<file path="src/rtl/fb_pkg.sv">
`default_nettype none
// +--------------------------------------------------------------------------+
// | fb_pkg                                                                   |
// | Shared types, constants and helpers for the frame-buffer stream reader.  |
// | Revision: 1.0                                                            |
// +--------------------------------------------------------------------------+
package fb_pkg;

  typedef enum logic [1:0] {
    FILL0  = 2'd0,
    FILL1  = 2'd1,
    FILL2  = 2'd2,
    STREAM = 2'd3
  } fb_state_t;

  localparam int GRAY_W       = 4;
  localparam int PIX_PER_BYTE = 2;

  function automatic logic [31:0] byte_addr(input logic [31:0] ptr);
    return ptr / 32'(PIX_PER_BYTE);
  endfunction

  // Replace one nibble of a packed pixel byte; hi selects the odd pixel.
  function automatic logic [7:0] set_nibble(input logic [7:0] b, input logic hi,
                                            input logic [GRAY_W-1:0] v);
    logic [7:0] r;
    r = b;
    if (hi) r[7:4] = v;
    else    r[3:0] = v;
    return r;
  endfunction

endpackage
`default_nettype wire

</file>
<file path="src/rtl/fb_stream_reader_if.sv">
`default_nettype none
// +--------------------------------------------------------------------------+
// | fb_stream_reader_if                                                      |
// | Pixel stream, GPU write and RAM port bundle of the frame-buffer reader.  |
// | Revision: 1.0                                                            |
// +--------------------------------------------------------------------------+
interface fb_stream_reader_if
  import fb_pkg::*;
#(
  parameter int PTR_W  = 15,
  parameter int MEM_AW = 14
);
  logic              next_pixel_in;
  logic              frame_reset_in;
  logic [GRAY_W-1:0] pixel_out;
  logic              wr_valid;
  logic              wr_ready;
  logic [PTR_W-1:0]  wr_addr;
  logic [GRAY_W-1:0] wr_data;
  logic [MEM_AW-1:0] mem_addr;
  logic              mem_re;
  logic              mem_we;
  logic [1:0]        mem_wmask;
  logic [7:0]        mem_wdata;
  logic [7:0]        mem_rdata;

  modport slave (
    input  next_pixel_in, frame_reset_in, wr_valid, wr_addr, wr_data, mem_rdata,
    output pixel_out, wr_ready, mem_addr, mem_re, mem_we, mem_wmask, mem_wdata
  );

  modport master (
    output next_pixel_in, frame_reset_in, wr_valid, wr_addr, wr_data, mem_rdata,
    input  pixel_out, wr_ready, mem_addr, mem_re, mem_we, mem_wmask, mem_wdata
  );
endinterface
`default_nettype wire

</file>
<file path="src/rtl/fb_edge_detect.sv">
`default_nettype none
// +--------------------------------------------------------------------------+
// | fb_edge_detect                                                           |
// | Rising-edge detector against a registered copy of the input.             |
// | Revision: 1.0                                                            |
// +--------------------------------------------------------------------------+
module fb_edge_detect (
  input  wire logic clk,
  input  wire logic rst_n,
  input  wire logic sig_in,
  output logic      rise
);
  logic r_prev;

  always_ff @(posedge clk or negedge rst_n) begin
    if (!rst_n) r_prev <= 1'b0;
    else        r_prev <= sig_in;
  end

  assign rise = sig_in & ~r_prev;
endmodule
`default_nettype wire

</file>
<file path="src/rtl/fb_stream_reader.sv">
`default_nettype none
// +--------------------------------------------------------------------------+
// | fb_stream_reader                                                         |
// | Streams 4-bit pixels out of a packed byte RAM and arbitrates GPU writes. |
// | Optional macro FB_UNDERFLOW_FLAG_EN adds the sticky underflow_out port.  |
// | Revision: 1.0                                                            |
// +--------------------------------------------------------------------------+
module fb_stream_reader
  import fb_pkg::*;
#(
  parameter int FB_PIXELS = 30000,
  parameter int PTR_W     = $clog2(FB_PIXELS),
  parameter int MEM_AW    = PTR_W - 1
) (
  input  wire logic clk,
  input  wire logic rst_n,
`ifdef FB_UNDERFLOW_FLAG_EN
  output logic      underflow_out,
`endif
  fb_stream_reader_if.slave bus
);
  localparam int NBYTES = FB_PIXELS / PIX_PER_BYTE;

  fb_state_t         r_state;
  logic [PTR_W-1:0]  r_ptr;
  logic [7:0]        r_cur;
  logic [7:0]        r_pref;
  logic              r_pref_valid;
  logic              r_rd_inflight;
  logic [MEM_AW-1:0] r_rd_addr;

  logic              w_np_edge;
  logic              w_fr_edge;
  logic [MEM_AW-1:0] w_ptr_byte;
  logic [MEM_AW-1:0] w_next_byte;
  logic [PTR_W-1:0]  w_ptr_inc;
  logic              w_rd_need;
  logic [MEM_AW-1:0] w_rd_addr;
  logic [MEM_AW-1:0] w_wr_byte;
  logic              w_wr_ready;
  logic              w_wr_do;
  logic [7:0]        w_cur_snoop;
  logic [7:0]        w_pref_snoop;
  logic              w_advance;

  fb_edge_detect u_np_edge (
    .clk    (clk),
    .rst_n  (rst_n),
    .sig_in (bus.next_pixel_in),
    .rise   (w_np_edge)
  );

  fb_edge_detect u_fr_edge (
    .clk    (clk),
    .rst_n  (rst_n),
    .sig_in (bus.frame_reset_in),
    .rise   (w_fr_edge)
  );

  assign w_ptr_byte  = MEM_AW'(byte_addr(32'(r_ptr)));
  assign w_next_byte = (32'(w_ptr_byte) == NBYTES - 1) ? '0 : w_ptr_byte + MEM_AW'(1);
  assign w_ptr_inc   = (32'(r_ptr) == FB_PIXELS - 1) ? '0 : r_ptr + PTR_W'(1);
  assign w_advance   = w_np_edge && !bus.frame_reset_in && (r_state == STREAM);

  // Reads always win the single RAM port; the prefetch slot is refilled as soon as it empties.
  assign w_rd_need = rst_n && ((r_state == FILL0) || (r_state == FILL1) ||
                     ((r_state == STREAM) && !r_pref_valid && !r_rd_inflight));
  assign w_rd_addr = (r_state == FILL0) ? w_ptr_byte : w_next_byte;

  assign w_wr_byte  = MEM_AW'(byte_addr(32'(bus.wr_addr)));
  // A write to the byte whose read data is about to be captured would be missed by the snoop.
  assign w_wr_ready = rst_n && !w_rd_need && !(r_rd_inflight && (w_wr_byte == r_rd_addr));
  assign w_wr_do    = bus.wr_valid && w_wr_ready && (32'(bus.wr_addr) < FB_PIXELS);

  assign w_cur_snoop  = (w_wr_do && (w_wr_byte == w_ptr_byte)) ?
                        set_nibble(r_cur, bus.wr_addr[0], bus.wr_data) : r_cur;
  assign w_pref_snoop = (w_wr_do && r_pref_valid && (w_wr_byte == w_next_byte)) ?
                        set_nibble(r_pref, bus.wr_addr[0], bus.wr_data) : r_pref;

  assign bus.wr_ready  = w_wr_ready;
  assign bus.mem_re    = w_rd_need;
  assign bus.mem_we    = w_wr_do;
  assign bus.mem_addr  = w_rd_need ? w_rd_addr : (w_wr_do ? w_wr_byte : '0);
  assign bus.mem_wmask = w_wr_do ? (bus.wr_addr[0] ? 2'b10 : 2'b01) : 2'b00;
  assign bus.mem_wdata = {bus.wr_data, bus.wr_data};
  assign bus.pixel_out = r_ptr[0] ? r_cur[7:4] : r_cur[3:0];

  always_ff @(posedge clk or negedge rst_n) begin
    if (!rst_n) begin
      r_state       <= FILL0;
      r_ptr         <= '0;
      r_cur         <= '0;
      r_pref        <= '0;
      r_pref_valid  <= 1'b0;
      r_rd_inflight <= 1'b0;
      r_rd_addr     <= '0;
    end else begin
      r_rd_inflight <= w_rd_need;
      r_rd_addr     <= w_rd_addr;
      r_cur         <= w_cur_snoop;
      r_pref        <= w_pref_snoop;
      if (w_fr_edge) begin
        r_state      <= FILL0;
        r_ptr        <= '0;
        r_pref_valid <= 1'b0;
      end else begin
        case (r_state)
          FILL0: r_state <= FILL1;
          FILL1: begin
            r_cur   <= bus.mem_rdata;
            r_state <= FILL2;
          end
          FILL2: begin
            r_pref       <= bus.mem_rdata;
            r_pref_valid <= 1'b1;
            r_state      <= STREAM;
          end
          STREAM: begin
            if (r_rd_inflight) begin
              r_pref       <= bus.mem_rdata;
              r_pref_valid <= 1'b1;
            end
            if (w_advance) begin
              r_ptr <= w_ptr_inc;
              // Leaving the odd pixel crosses into the prefetched byte; an empty slot keeps cur.
              if (r_ptr[0]) begin
                if (r_pref_valid) r_cur <= w_pref_snoop;
                r_pref_valid <= 1'b0;
              end
            end
          end
          default: r_state <= FILL0;
        endcase
      end
    end
  end

`ifdef FB_UNDERFLOW_FLAG_EN
  logic r_underflow;
  logic w_uf_set;

  assign w_uf_set = w_np_edge && !bus.frame_reset_in &&
                    ((r_state != STREAM) || (r_ptr[0] && !r_pref_valid));

  always_ff @(posedge clk or negedge rst_n) begin
    if (!rst_n)         r_underflow <= 1'b0;
    else if (w_fr_edge) r_underflow <= 1'b0;
    else if (w_uf_set)  r_underflow <= 1'b1;
  end

  assign underflow_out = r_underflow;
`endif

endmodule
`default_nettype wire
</file>
<file path="src/flat_wrapper.sv">
// flat-port wrapper written by rule: the top's interface ports become plain ports
module fb_stream_reader_flat import fb_pkg::*;
#(
  parameter int FB_PIXELS = 30000,
  parameter int PTR_W     = $clog2(FB_PIXELS),
  parameter int MEM_AW    = PTR_W - 1
)
  (clk, rst_n, bus_next_pixel_in, bus_frame_reset_in, bus_wr_valid, bus_wr_addr, bus_wr_data, bus_mem_rdata, bus_pixel_out, bus_wr_ready, bus_mem_addr, bus_mem_re, bus_mem_we, bus_mem_wmask, bus_mem_wdata);
  fb_stream_reader_if #(.PTR_W(PTR_W), .MEM_AW(MEM_AW)) bus_i ();
  input  wire logic clk;
  input  wire logic rst_n;
  input wire logic [$bits(bus_i.next_pixel_in)-1:0] bus_next_pixel_in;
  input wire logic [$bits(bus_i.frame_reset_in)-1:0] bus_frame_reset_in;
  input wire logic [$bits(bus_i.wr_valid)-1:0] bus_wr_valid;
  input wire logic [$bits(bus_i.wr_addr)-1:0] bus_wr_addr;
  input wire logic [$bits(bus_i.wr_data)-1:0] bus_wr_data;
  input wire logic [$bits(bus_i.mem_rdata)-1:0] bus_mem_rdata;
  output wire logic [$bits(bus_i.pixel_out)-1:0] bus_pixel_out;
  output wire logic [$bits(bus_i.wr_ready)-1:0] bus_wr_ready;
  output wire logic [$bits(bus_i.mem_addr)-1:0] bus_mem_addr;
  output wire logic [$bits(bus_i.mem_re)-1:0] bus_mem_re;
  output wire logic [$bits(bus_i.mem_we)-1:0] bus_mem_we;
  output wire logic [$bits(bus_i.mem_wmask)-1:0] bus_mem_wmask;
  output wire logic [$bits(bus_i.mem_wdata)-1:0] bus_mem_wdata;
  assign bus_i.next_pixel_in = bus_next_pixel_in;
  assign bus_i.frame_reset_in = bus_frame_reset_in;
  assign bus_i.wr_valid = bus_wr_valid;
  assign bus_i.wr_addr = bus_wr_addr;
  assign bus_i.wr_data = bus_wr_data;
  assign bus_i.mem_rdata = bus_mem_rdata;
  assign bus_pixel_out = bus_i.pixel_out;
  assign bus_wr_ready = bus_i.wr_ready;
  assign bus_mem_addr = bus_i.mem_addr;
  assign bus_mem_re = bus_i.mem_re;
  assign bus_mem_we = bus_i.mem_we;
  assign bus_mem_wmask = bus_i.mem_wmask;
  assign bus_mem_wdata = bus_i.mem_wdata;
  fb_stream_reader #(.FB_PIXELS(FB_PIXELS), .PTR_W(PTR_W), .MEM_AW(MEM_AW)) u_core (.clk(clk), .rst_n(rst_n), .bus(bus_i));
endmodule
</file>
<file path="config.mk">
export PLATFORM = sky130hd
export DESIGN_NAME = fb_stream_reader_flat
export DESIGN_NICKNAME = d
export VERILOG_FILES = /design/src/rtl/fb_pkg.sv /design/src/rtl/fb_stream_reader_if.sv /design/src/rtl/fb_edge_detect.sv /design/src/rtl/fb_stream_reader.sv /design/src/flat_wrapper.sv
export SDC_FILE = /design/constraint.sdc
export NUM_CORES = 1
export LEC_CHECK = 0
export ABC_CLOCK_PERIOD_IN_PS = 3700
export CORE_MARGIN = 1.5
export CORE_UTILIZATION = 50
export DETAILED_ROUTE_END_ITERATION = 16
export GPL_ROUTABILITY_DRIVEN = 0
export PLACE_DENSITY = 0.75
export SLEW_MARGIN = 20
export SYNTH_ARGS = -nofsm -noshare
export SYNTH_HDL_FRONTEND = slang
export SYNTH_SLANG_ARGS = --single-unit
</file>
<file path="constraint.sdc">
create_clock -name clk -period 3.7 [get_ports clk]
set_input_delay 0.555 -clock clk [delete_from_list [all_inputs] [get_ports clk]]
set_output_delay 0.555 -clock clk [all_outputs]
set_load 0.005 [all_outputs]
</file>
==> qor.csv <==
metric,value,unit
status,finished clean,
std cell rows,32,
met3 GRT Util,3.94,%
antenna violations before repair,0,
synthesized net count,510,
sequential share of power,38.7,%
cts repair resizes,0,
Synth area leaders,"dfrtp_1, xnor2_1, o21ai_0",
CP Max Fanout,8,
width of the die,92.4,um
most used routing layer,met2,
Hold WC Path Type,in2async,
Slew headroom,52.6,%
CTS tree,done,
crit start category,flip-flop,
final antenna-violating net count,0,
top cell type by total area after synthesis,dfrtp_1,
clk_lat worst skew,0.32,ns
1st-pass router iterations,5,
synth cell count leaders,"dfrtp_1, o21ai_0, nand2_1",
CORE AREA,7730,um2
Worst Skew,0.0123,ns
Max Fclk,281,MHz
first-pass GRT wire length,18.4,mm
post-synthesis cell type count,66,
DR DRC count,0,
Worst Setup End Kind,output pin,
Overall Global Routing Usage,27.3,%
Setup TNS,0,ns
Internal,1.22,mW
Slew Limit Fails,0,
most common cell in the netlist,dfrtp_1,
synthesized instance count,471,
number of CTS-inserted buffers,5,
Synth-to-Final Area Change,18.6,%
pwr/cell area,409,nW/um2
Max Cap Violations,0,
detailed placer's ending HPWL,8.75,mm
sw frac,36.8,%
drt total wl,11.6,mm
peak supply drop,0.229,mV
H-Tree Depth,2,
Pwr Total,1.94,mW
Post-Syn Area per Cell,8.48,um2
clock share of power,18.1,%
Ant. Diodes,0,
YS warnings,0,
"Cell Area, Synth",4000,um2
final setup vio count,0,
"EDFF count, synth",0,
Post-CTS Setup Repair Bufs,0,
Initial Utilization,51.7,%
Synth async-reset ratio,100,%
vias per cell,6.35,
register area share after synthesis,31.9,%
Max Root-Sink Buffers,2,
Final min period,3.56,ns
die area,8540,um2
top cell type's share of synthesized area,31.9,%
hold buffers post-CTS,0,
grt met2 use,41.4,%
Nets,550,
GRT overflow,0,
Root Driver,clkbuf_8,
fin cells,614,
routing usage on met1,39.5,%
Inst Count DP,606,
"Clk pin slew, worst setup/hold paths",0.10,ns
vias in the first global route,3530,
die height,92.4,um
Final period util,96.2,%
top_reg_cell synth,dfrtp_1,
layout cells sized above 1,9.18,%
"critical path, cell by cell","ha_1, buf_4, and4b_1, nand4_1, nand2b_2, o31ai_1, a22o_1, clkdlybuf4s50_1",
Sink Count,51,
CP max stage delay,0.50,ns
IO Count,63,
RSZ-0062 raised after global routing,no,
Slew @ Worst Pin,0.710,ns
CP max stage cell,clkdlybuf4s50_1,
combinational share of power,43.1,%
Routed WL per cell,18.9,um
Lkg Pwr,1.90,nW
DR vias,3898,
IO Port Bufs,62,
initial drt markers,367,
Final Hold Fails,0,
largest net degree at the start of global routing,29,
Synth Register Bits,51,
switching pwr,0.712,mW
critical path required time,3.14,ns
CP Class,reg2out,
CP Data Arrival Time,3.00,ns
-- worst paths after layout --
kind / startpoint / end / slack [ns] / cells past startpoint
worst max-delay path: u_core.r_ptr[2] / bus_mem_addr[4] / 0.14 / 8
max in group asynchronous: rst_n / u_core.r_ptr[13] / 3.16 / 2
worst min-delay path: rst_n / u_core.r_rd_addr[4] / 0.27 / 2
worst min register to register: u_core.r_pref[6] / u_core.r_pref[6] / 0.56 / 2
worst max register to register: u_core.r_ptr[2] / u_core.r_pref[3] / 0.25 / 10
min in group clk: u_core.r_pref[6] / u_core.r_pref[6] / 0.56 / 2
-- registers in the layout, indices dropped and copies added, names as in the netlist --
name	count
u_core.r_cur	8
u_core.r_pref	8
u_core.r_pref_valid	1
u_core.r_ptr	15
u_core.r_rd_addr	14
u_core.r_rd_inflight	1
u_core.r_state	2
u_core.u_fr_edge.r_prev	1
u_core.u_np_edge.r_prev	1
-- metal layers --
layer	vias to the layer above	share of wire, %
li1	1786	-
met1	1871	44
met2	211	45
met3	30	8.3
met4	0	2.9
met5	-	0
-- critical path, delay by kind of cell (launching register included) --
family          cells  cell delay, ns
simple gates        3            0.61
compound gates      2            0.67
flops               1            0.47
buf+inv             2            0.68
fa+ha+maj           1            0.27
-- power groups by stage --
stage	clock, mW	sequential, mW	combinational, mW
global route	0.383	0.763	0.908
floorplan	0	0.729	0.514
global placement	0	0.752	0.789
CTS	0.356	0.749	0.826
detailed placement	0	0.761	0.821
finish	0.351	0.750	0.835
-- layout by cell type, fill, tap and decap left out, drive strengths merged, types with 15 or more instances in the layout --
master	count
a21oi	16
a22o	15
buf	20
clkdlybuf4s50	61
dfrtp	51
mux2i	18
nand2	44
nor2	28
o21ai	47
xnor2	31
-- cells by family (layout without fill, tap and decap cells) --
group,count (synthesis),count (layout),synth area share [%]
flip-flops,51,51,31.9
AO/OA/AOI/OAI,134,134,22.5
XOR/XNOR,38,38,8.33
AND/OR/NAND/NOR,162,162,22.4
buffers and inverters,57,98,6.98
adder cells (fa/ha/maj),7,7,2.19
multiplexers,22,22,5.64
-- through the flow --
step	hold WS (ns)	area (um2)	setup slack (ns)	util [%]
after floorplan	0.259	4000	0.712	-
after global placement	0.532	4640	0.237	60.0
after detailed placement	0.551	4640	0.231	60.0
after global routing	0.300	4740	0.0240	61.3
final	0.265	4740	0.142	61.3
after CTS	0.280	4740	0.114	61.3
-- layout make-up --
type | count | area (um2)
Inverter | 9 | 33.8
Clock buffer | 6 | 82.6
Multi-Input combinational cell | 363 | 2440
Tap cell | 102 | 128
Fill cell | 669 | 2990
Clock inverter | 2 | 16.3
Sequential cell | 51 | 1280
Timing Repair Buffer | 81 | 758
(Power assumes the default switching activity.)
